[config.mk]
export PLATFORM = sky130hd
export DESIGN_NAME = semaphore_multi
export DESIGN_NICKNAME = d
export VERILOG_FILES = /design/src/rtl/semaphore_multi.sv
export SDC_FILE = /design/constraint.sdc
export NUM_CORES = 1
export LEC_CHECK = 0
export CAP_MARGIN = 20
export CORE_MARGIN = 8
export CORE_UTILIZATION = 50
export DETAILED_ROUTE_END_ITERATION = 6
export GPL_ROUTABILITY_DRIVEN = 0
export PLACE_DENSITY = 0.78
export SLEW_MARGIN = 20
export SYNTH_ARGS = -nofsm -noshare
export SYNTH_HDL_FRONTEND = slang
export SYNTH_SLANG_ARGS = --single-unit
[constraint.sdc]
create_clock -name CLK -period 10.04 [get_ports CLK]
set_input_delay 2.008 -clock CLK [delete_from_list [all_inputs] [get_ports CLK]]
set_output_delay 2.008 -clock CLK [all_outputs]
set_load 0.02 [all_outputs]
[src/rtl/semaphore_multi.sv]
// semaphore_multi: multi-node lock arbiter guarding a bounded coin counter.
// Nodes request the lock with prioritised START words. Only the owner's
// commands (POST/WAIT/QUERY/STOP) are decoded, each executing once per word
// change. An optional hold timer releases an idle owner.
//
// state    | meaning
// ---------+-----------------------------------------------------------
// UNLOCKED | no owner; out forced to 0; any START is arbitrated
// LOCKED   | owner_q holds the lock; only its word changes are executed
module semaphore_multi #(
  parameter int NODES      = 4,
  parameter int MAX_COINS  = 10,
  parameter int INIT_COINS = 0,
  parameter int TIMEOUT    = 0
) (
  input  logic                  CLK,
  input  logic                  RST_N,
  input  logic [16*NODES-1:0]   in_op,
  output logic [15:0]           out,
  output logic [2:0]            lock_owner,
  output logic                  locked,
  output logic [7:0]            coins
);

  localparam logic [15:0] OP_STOP  = 16'hFEFF;
  localparam logic [15:0] OP_POST  = 16'h0E10;
  localparam logic [15:0] OP_WAIT  = 16'h0E20;
  localparam logic [15:0] OP_QUERY = 16'h0E30;

  localparam logic [7:0]  MAX_C     = 8'(MAX_COINS);
  localparam logic [7:0]  INIT_C    = 8'(INIT_COINS);
  localparam logic [2:0]  RR_INIT   = 3'(NODES - 1);
  // Down-counter reload: expiry is the edge on which the counter reads 0,
  // which lands exactly TIMEOUT idle cycles after the last reload.
  localparam logic [15:0] HOLD_LOAD = (TIMEOUT > 0) ? 16'(TIMEOUT - 1) : 16'd0;

  typedef enum logic {
    UNLOCKED = 1'b0,
    LOCKED   = 1'b1
  } state_t;

  state_t              state_q, state_d;
  logic [2:0]          owner_q, owner_d;
  logic [2:0]          rr_q, rr_d;
  logic [15:0]         out_q, out_d;
  logic [15:0]         hold_q, hold_d;
  logic [7:0]          coins_q, coins_d;
  logic [16*NODES-1:0] prev_q;

  logic [3:0]          best_pri;
  logic                grant_vld;
  logic [2:0]          grant_idx;
  int                  idx;

  logic [15:0]         owner_word;
  logic [15:0]         owner_prev;
  logic [15:0]         owner_1h;
  logic                cmd_new;

  function automatic logic is_start(input logic [15:0] w);
    return (w[15:8] == 8'hFE) && (w[7:4] == 4'h0) && (w[3:0] != 4'h0);
  endfunction

  // Highest START priority, then round-robin among ties starting after rr_q.
  always_comb begin
    best_pri  = 4'h0;
    grant_vld = 1'b0;
    grant_idx = 3'd0;
    idx       = 0;
    for (int n = 0; n < NODES; n++) begin
      if (is_start(in_op[16*n +: 16]) && (in_op[16*n +: 4] > best_pri)) begin
        best_pri = in_op[16*n +: 4];
      end
    end
    for (int k = 1; k <= NODES; k++) begin
      idx = int'(rr_q) + k;
      if (idx >= NODES) idx = idx - NODES;
      if (!grant_vld && (best_pri != 4'h0) && is_start(in_op[16*idx +: 16]) &&
          (in_op[16*idx +: 4] == best_pri)) begin
        grant_vld = 1'b1;
        grant_idx = 3'(idx);
      end
    end
  end

  assign owner_word = in_op[16*owner_q +: 16];
  assign owner_prev = prev_q[16*owner_q +: 16];
  assign owner_1h   = 16'd1 << owner_q;
  assign cmd_new    = (owner_word != owner_prev);

  // Next-state, response and counter updates.
  always_comb begin
    state_d = state_q;
    owner_d = owner_q;
    rr_d    = rr_q;
    out_d   = out_q;
    hold_d  = hold_q;
    coins_d = coins_q;
    unique case (state_q)
      UNLOCKED: begin
        out_d = 16'h0000;
        if (grant_vld) begin
          state_d = LOCKED;
          owner_d = grant_idx;
          rr_d    = grant_idx;
          hold_d  = HOLD_LOAD;
        end
      end
      LOCKED: begin
        if (cmd_new && (owner_word == OP_STOP)) begin
          state_d = UNLOCKED;
          owner_d = 3'd0;
          out_d   = 16'h0000;
          hold_d  = 16'd0;
        end else if (cmd_new && (owner_word == OP_POST)) begin
          hold_d = HOLD_LOAD;
          if (coins_q < MAX_C) begin
            coins_d = coins_q + 8'd1;
            out_d   = 16'h0E00 | owner_1h;
          end else begin
            out_d   = 16'h1E00 | owner_1h;
          end
        end else if (cmd_new && (owner_word == OP_WAIT)) begin
          hold_d = HOLD_LOAD;
          if (coins_q != 8'd0) begin
            coins_d = coins_q - 8'd1;
            out_d   = 16'h0E00 | owner_1h;
          end else begin
            out_d   = 16'h2E00 | owner_1h;
          end
        end else if (cmd_new && (owner_word == OP_QUERY)) begin
          hold_d = HOLD_LOAD;
          out_d  = 16'h4E00 | {8'h00, coins_q};
        end else if ((TIMEOUT > 0) && (hold_q == 16'd0)) begin
          state_d = UNLOCKED;
          owner_d = 3'd0;
          out_d   = 16'h8E00 | owner_1h;
        end else if (hold_q != 16'd0) begin
          hold_d = hold_q - 16'd1;
        end
      end
      default: state_d = UNLOCKED;
    endcase
  end

  // State register; reset drops any lock or half-done command.
  always_ff @(posedge CLK or negedge RST_N) begin
    if (!RST_N) begin
      state_q <= UNLOCKED;
      owner_q <= 3'd0;
      rr_q    <= RR_INIT;
      out_q   <= 16'h0000;
      hold_q  <= 16'd0;
      coins_q <= INIT_C;
      prev_q  <= '0;
    end else begin
      state_q <= state_d;
      owner_q <= owner_d;
      rr_q    <= rr_d;
      out_q   <= out_d;
      hold_q  <= hold_d;
      coins_q <= coins_d;
      prev_q  <= in_op;
    end
  end

  assign out        = out_q;
  assign lock_owner = owner_q;
  assign locked     = (state_q == LOCKED);
  assign coins      = coins_q;

endmodule

# After elaboration in Yosys (flattened, before gate mapping)
# Index checks and enable logic that the tools add are counted.
# word_totals
reg_bits,95
latch_bits,0
mem_bits_rw,0
mem_bits_ro,0
input_bits,66
output_inout_bits,28
elab_cells,153
n_memories,0
# classes
add_sub_neg,10
multipliers,0
n_div,0
magnitude_cmp,9
eq_ne,21
shift,11
mux,33
bitwise,2
reduce_logical,61
# op_table
cell,n
64-bit by 32-bit variable part select with 16-bit output,4
64-bit by 32-bit variable part select with 4-bit output,4
64-bit by 8-bit variable part select with 16-bit output,2
28-bit two-way mux,4
"8-bit equality test, second input constant",8
16-bit two-way mux,4
"16-bit by 12-bit equality test with 1-bit output, second input constant",3
4-bit nonzero test,9
1-bit logical AND,35
4-bit logical NOT,8
8-bit two-way mux,4
16-bit one-hot mux with 2 select lines,1
"4-bit by 3-bit subtractor with 5-bit output, second input constant",4
3-bit two-way mux,6
"16-bit equality test, second input constant",1
4-bit equality test,4
"4-bit by 3-bit greater-or-equal comparator with 1-bit output, second input constant",4
4-bit two-way mux,4
16-bit != test,1
"1-bit by 3-bit left shift with 16-bit output, first input constant",1
14-bit two-way mux,1
13-bit two-way mux,1
4-bit greater-than comparator,3
"3-bit by 2-bit adder with 4-bit output, second input constant",2
18 further kinds,29

# Depth between registers and ports, before layout
# Gate-level depths: netlist (run 1).
# logic_depth
word_depth,35
depth_mapped,32

# Worst setup path after synthesis (run 1)
# OpenSTA, ideal clock, no wires.
# synth_path
path_type,input to register
start,input in_op[4]
end,"register owner_q[0], in the netlist lock_owner[0]"
setup_time_ns,0.069
arrival_time_ns,9.687
required_time_ns,9.971
slack_ns,0.284
path_stages,31
n_path_buf,2
cell_sequence,or4b_1 > nor4_1 > and2_1 > inv_1 > ha_1 > and4_1 > or4_1 > a211oi_2 > mux2i_1 > inv_1 > ha_1 > nand3_1 > or3_1 > a211oi_1 > a211o_1 > buf_4 > nor2_1 > a311o_1 > ha_1 > nor2b_1 > o21a_1 > o21a_1 > o211ai_1 > o211ai_1 > o221ai_1 > xnor2_1 > or4b_1 > buf_2 > a21boi_1 > or3_1 > nand3_1
# synth_via
elab_chain_len,35
# synth_lines
element,line_no,rtl
"start, declared",18,"input logic [16*NODES-1:0] in_op,"
4-bit logical NOT,61,return (w[15:8] == 8'hFE) && (w[7:4] == 4'h0) && (w[3:0] != 4'h0);
1-bit logical AND (2 in series),61,
1-bit logical AND,71,if (is_start(in_op[16*n +: 16]) && (in_op[16*n +: 4] > best_pri)) begin
4-bit two-way mux,71,
4-bit greater-than comparator,71,
1-bit logical AND,71,
4-bit two-way mux,71,
4-bit greater-than comparator,71,
[... 14 more ...],n/a,
1-bit logical NOT,78,if (!grant_vld && (best_pri != 4'h0) && is_start(in_op[16*idx +: 16]) &&
1-bit logical AND (3 in series),78,
1-bit two-way mux,78,
1-bit logical NOT,78,
1-bit logical AND (3 in series),78,
3-bit two-way mux / 1-bit two-way mux (equally long branches),78,
3-bit two-way mux / 2-bit != test (equally long branches),n/a,
3-bit one-hot mux with 2 select lines / 2-bit AND reduction (equally long branches),n/a,
"end signal, assigned",158,owner_q <= owner_d;
"end, declared",43,"logic [2:0] owner_q, owner_d;"
# Several ways; a longest one is shown, not always the timed one. The select of a mux whose other input is x is not followed.
# A chain may end at the register's enable or synchronous reset.

# Worst setup path in the final report (run 1)
# Same ends and word-level chain as after synthesis.

==> run metrics, run 1 <==
final total power=0.816 mW; achievable clock frequency=0.104 GHz; maximum capacitance violations=0; post-synthesis instance area=6470 µm²; fraction of synthesized area in multiplexers=0.177; TritonCTS Buffers=9; wire length of the first global-routing pass=31.1 mm; post-synthesis register bit count=91; dominant combinational cell family by area after synthesis=multiplexers; sequential-to-total area share from yosys stat=0.352; Critical Path End Type=flop; number of unique standard cell types used by synthesis=82; path type of the worst min-delay path=flop to flop; Top FF cell, synth=dfrtp_1; cell leakage power=3.15 nW; xor/xnor cell area share of the yosys netlist=0.0582; slowest cell on the critical path=or4b_4; critical setup path kind=primary input to flop; Synth area leader=dfrtp_1; share of Yosys cell area claimed by the top area cell type=0.344; drt initial violations=700; instance count of the mapped netlist=622; Site Rows=41; final worst hold slack=502 ps; IO Port Bufs=91; total core area=12600 µm²; result of the run=complete, no violations; Die Outline Area=16800 µm²; wire per inst=22.2 µm; post-synthesis simple-gate area fraction=0.159; most common library cells after synthesis=89 x dfrtp_1, 41 x nand2_1, 35 x nor2_1; Synth Area in Compound Gates=0.165; Final Cycle Share=0.962; Post-synth ARST share=1.00; initial cell density of the core=0.513; all-layer global routing usage=0.237; Total Nets Final=800; DRT antenna net count=0; CTS tree=built; clk root buf=clkbuf_16; endpoints failing hold=0; Worst Max-Slew Pin Slew=996 ps; data required time of the worst path=10320 ps; maximum net fanout on the critical path=7; final period demand of the worst path=9660 ps; Die Width=130 µm; Area Growth Syn to Fin=22.5%; RSZ-0062 raised after global routing=false; total detailed-routing wirelength=19.7 mm; number of levels in the clock H-tree=3; Vias=5856; CTS clock-pin slew for the worst setup and hold paths=70 ps; Post-synth EDFFs=0; maximum number of pins on one net before global-route repair=59; number of pins with negative max-slew slack in the final report=0; arrival time of data at the critical path endpoint=9940 ps; post-synthesis average cell area=10.4 µm²; detailed-route vias per instance=6.61; Bufs on Longest Clock Path=2; Post-Route Skew=8.87 ps; Final setup viols=0; I/O pin count=94; area post-placement=7570 µm²; area share of fa/ha/maj cells after synthesis=0.0495; tightest slew margin relative to the limit=0.330; clk sink count=91; worst-case vdd ir drop=72.4 µV; Final Instance Area=7930 µm²; initial antenna violation count=0; Yosys warning count=0; vias in the first global route=5948; Setup crit start kind=primary input; source-to-sink clock delay at the later pin of the worst-skew pair=340 ps; Die Height=130 µm; main area contributors after synthesis=dfrtp_1 34%, mux4_2 11%, ha_1 4.6%, mux2i_1 4.6%, xnor2_1 4.1%; final sum of negative setup slack=0 ps; final routed DRC violation total=0; total power per unit cell area=103 nW/µm²; number of optimization iterations in the first detailed-route pass=5; utilization after layout=0.628; Worst path max stage delay=610 ps; most frequent cell after synthesis=dfrtp_1; GRT overflow=0; final antenna diode count=0; sum of net half-perimeters after detailed placement=14.6 mm; fraction of final layout cells sized beyond drive strength 1=0.160
==> cell usage in the layout (no fill, tap or decap), types with 7 or more instances in the layout <==
cell type,Yosys,layout
nand3_1,10,10
nor2_1,35,35
nand2b_1,8,8
mux2i_1,30,29
clkbuf_16,0,9
o21a_1,7,7
nor3_1,11,10
a21o_1,9,9
a21oi_1,19,19
mux2_2,10,10
nor4_1,16,15
mux4_2,32,32
xnor2_1,30,30
nand4_1,16,16
o21ai_0,21,21
buf_4,5,22
ha_1,24,24
nand2_1,41,41
nor2b_1,8,8
o211ai_1,11,11
clkdlybuf4s50_1,0,90
inv_1,19,19
xor2_1,13,13
dfrtp_1,89,88
==> layer usage <==
metal | part of all wire | vias up | GRT usage
li1 | - | 2545 | -
met1 | 0.39 | 2862 | 0.292
met2 | 0.49 | 367 | 0.393
met3 | 0.089 | 82 | 0.0502
met4 | 0.038 | 0 | 0.108
met5 | 0 | - | 0
==> what timing repair did <==
action	4_1_cts	5_1_grt
gates resized for setup	0	10
setup endpoints to repair	0	7
setup buffers	0	2
hold buffers	0	0
==> worst paths after layout <==
kind,to,from,cells past startpoint,slack (ps)
max in group asynchronous,lock_owner[0],RST_N,2,7350
hold reg to reg,out[12],out[12],1,500
min in group asynchronous,prev_q[12],RST_N,1,1610
setup reg to reg,coins[7],lock_owner[0],20,4740
setup / recovery,lock_owner[0],in_op[4],34,380
hold / removal,out[12],out[12],1,500
==> logic make-up after synthesis <==
kind of cell | count (synthesis)
buffers and inverters | 59
multiplexers | 73
other | 1
flip-flops | 91
AND/OR/NAND/NOR | 187
XOR/XNOR | 43
adder cells (fa/ha/maj) | 25
AO/OA/AOI/OAI | 143
==> area by class of cell <==
class | count | area (µm²)
Clock buffer | 11 | 253
Clock inverter | 5 | 36.3
Fill cell | 980 | 4690
Inverter | 21 | 78.8
Multi-Input combinational cell | 473 | 3990
Sequential cell | 91 | 2280
Tap cell | 172 | 215
Timing Repair Buffer | 113 | 1070
==> sequential cells by signal, summed over array words and instances (netlist names) <==
register and flops:
prev_q 64, out 12, coins 8, locked 1, lock_owner 3, rr_q 3
==> critical path: cells and delay by family <==
family | cells | cell delay (ps)
AND/OR/NAND/NOR | 14 | 3610
multiplexers | 2 | 450
AO/OA/AOI/OAI | 9 | 1770
buffers and inverters | 6 | 1150
adder cells (fa/ha/maj) | 3 | 890
==> stage by stage <==
step / setup WS [ps] / std cells
floorplan: 284 / 623
global placement: 151 / 867
detailed placement: -138 / 867
CTS: 188 / 883
global route: 8.02 / 886
finish: 378 / 886
==> power breakdown <==
| part | total [mW] | switching [mW] | internal, mW | leakage (nW) |
|---|---|---|---|---|
| sequential | 0.383 | 0.00383 | 0.380 | 1.10 |
| combinational | 0.109 | 0.0590 | 0.0499 | 1.92 |
| clock | 0.324 | 0.142 | 0.182 | 0.134 |
| total | 0.816 | 0.205 | 0.611 | 3.15 |
Note: power is estimated with default switching activity, not from simulation.
==> run 2, diff against run 1 <==
--- a/config.mk
+++ b/config.mk
@@ -10,6 +10,7 @@
 export CORE_UTILIZATION = 50
 export DETAILED_ROUTE_END_ITERATION = 6
 export GPL_ROUTABILITY_DRIVEN = 0
+export GPL_TIMING_DRIVEN = 0
 export PLACE_DENSITY = 0.78
 export SLEW_MARGIN = 20
 export SYNTH_ARGS = -nofsm -noshare
==> run metrics, run 2 (synthesis results as in run 1) <==
final total power=0.837 mW; maximum number of pins on one net before global-route repair=60; maximum capacitance violations=0; number of optimization iterations in the first detailed-route pass=6; initial antenna violation count=0; clk root buf=clkbuf_16; fill cell instance count of the final layout=948; cell leakage power=3.27 nW; wire per inst=22.8 µm; IO Port Bufs=91; Largest delay share family, worst path=simple AND/OR/NAND/NOR gates; Critical Path End Type=flop; Die Outline Area=16800 µm²; GRT overflow=0; pre-CTS setup slack=-1240 ps; arrival time of data at the critical path endpoint=10020 ps; DRT antenna net count=0; tightest slew margin relative to the limit=0.196; achievable clock frequency=0.103 GHz; highest-count cells in the layout ignoring fill and taps=89 x dfrtp_1, 87 x clkdlybuf4s50_1, 41 x nand2_1; Area Growth Syn to Fin=26.3%; initial cell density of the core=0.513; wire length of the first global-routing pass=32.0 mm; Worst Max-Slew Pin Slew=1190 ps; Vias=6047; Total Nets Final=831; CTS clock-pin slew for the worst setup and hold paths=60 ps; Worst path max stage delay=540 ps; number of levels in the clock H-tree=3; worst-case vdd ir drop=74.5 µV; TritonCTS Buffers=9; combined area of the multi-input logic cells=4070 µm²; detailed-route vias per instance=6.59; data required time of the worst path=10310 ps; FF/Latch Area=2280 µm²; final antenna diode count=0; top register by number of flip-flops=prev_q; Site Rows=41; total power per unit cell area=102 nW/µm²; number of pins with negative max-slew slack in the final report=0; Bufs on Longest Clock Path=2; source-to-sink clock delay at the later pin of the worst-skew pair=340 ps; sum of net half-perimeters after detailed placement=15.4 mm; all-layer global routing usage=0.246; Die Height=130 µm; final period demand of the worst path=9750 ps; Final setup viols=0; utilization after layout=0.648; result of the run=complete, no violations; clk sink count=91; CTS tree=built; number of hold buffers added after cts=0; Setup crit start kind=primary input; drt initial violations=899; fraction of final layout cells sized beyond drive strength 1=0.162; I/O pin count=94; slowest cell on the critical path=or4b_4; total core area=12600 µm²; maximum net fanout on the critical path=9; number of flip-flops under the largest register name=64; worst path setup slack after routing=285 ps; endpoints failing hold=0; Die Width=130 µm; most common cell after layout, fill and taps aside=dfrtp_1; Post-Route Skew=5.07 ps; final worst hold slack=514 ps; buffers plus inverters on the worst setup path=6; Final Cycle Share=0.972; critical setup path kind=primary input to flop; total detailed-routing wirelength=21.0 mm; path type of the worst min-delay path=flop to flop; vias in the first global route=5954; final routed DRC violation total=0
-- run 2: changes by cell type in the layout (fill, tap and decap cells not counted), sizes merged, moves of 2 or more --
cell	change
clkbuf	+22
clkdlybuf4s50	-3
clkinv	+3
clkinvlp	-2
dlymetal6s2s	+3
buf	+8
-- run 2: cell type report --
type / instances / share of cell area
buffer: 37 / 0.0207
clock buffer: 10 / 0.0292
clock inverter: 6 / 0.00796
inverter: 21 / 0.00964
multi-input combinational: 473 / 0.498
sequential: 91 / 0.279
tap: 172 / 0.0263
timing repair buffer: 107 / 0.129
-- run 2: routing by layer --
metal  vias to the layer above  global-route usage  routed length, µm
met3                        88              0.0490               2010
met2                       402               0.402               9820
met5                         -                   0                  0
met4                         0               0.121                888
li1                       2615                   -                  -
met1                      2942               0.306               8230
-- run 2: where the power goes --
group	internal (mW)	switching (mW)	total, mW
registers	0.380	0.00422	0.384
logic	0.0521	0.0627	0.115
clock network	0.199	0.139	0.338
total	0.631	0.206	0.837
-- run 2: worst paths after layout --
path                                from  depth (start not counted)       endpoint  slack, ps
max                             in_op[9]                         34  lock_owner[1]        290
min                              out[12]                          1        out[12]        510
max reg2reg                lock_owner[0]                         20       coins[7]       3910
min reg2reg                      out[12]                          1        out[12]        510
max in group asynchronous          RST_N                          2        rr_q[1]       7770
min in group asynchronous          RST_N                          1     prev_q[13]       1600
-- run 2: timing repair --
item,CTS,global route
pin swaps,3,9
endpoints found under the setup margin,7,7
resized for setup,8,17
cloned,0,0
setup buffers,4,11
hold endpoints to repair,0,0
-- run 2: metrics by stage --
step	instances	setup TNS (ps)	cell area, µm²
floorplan	623	0	6480
global placement	886	-7380	7600
detailed placement	887	-8080	7630
CTS	907	0	8010
global route	917	-130	8180
finish	917	0	8180
==> run 3, diff against run 2 <==
--- a/config.mk
+++ b/config.mk
@@ -5,7 +5,7 @@
 export SDC_FILE = /design/constraint.sdc
 export NUM_CORES = 1
 export LEC_CHECK = 0
-export CAP_MARGIN = 20
+export CAP_MARGIN = 10
 export CORE_MARGIN = 8
 export CORE_UTILIZATION = 50
 export DETAILED_ROUTE_END_ITERATION = 6
==> results of run 3 <==
No change in the layout: final DEF, timing and power equal those of run 2.
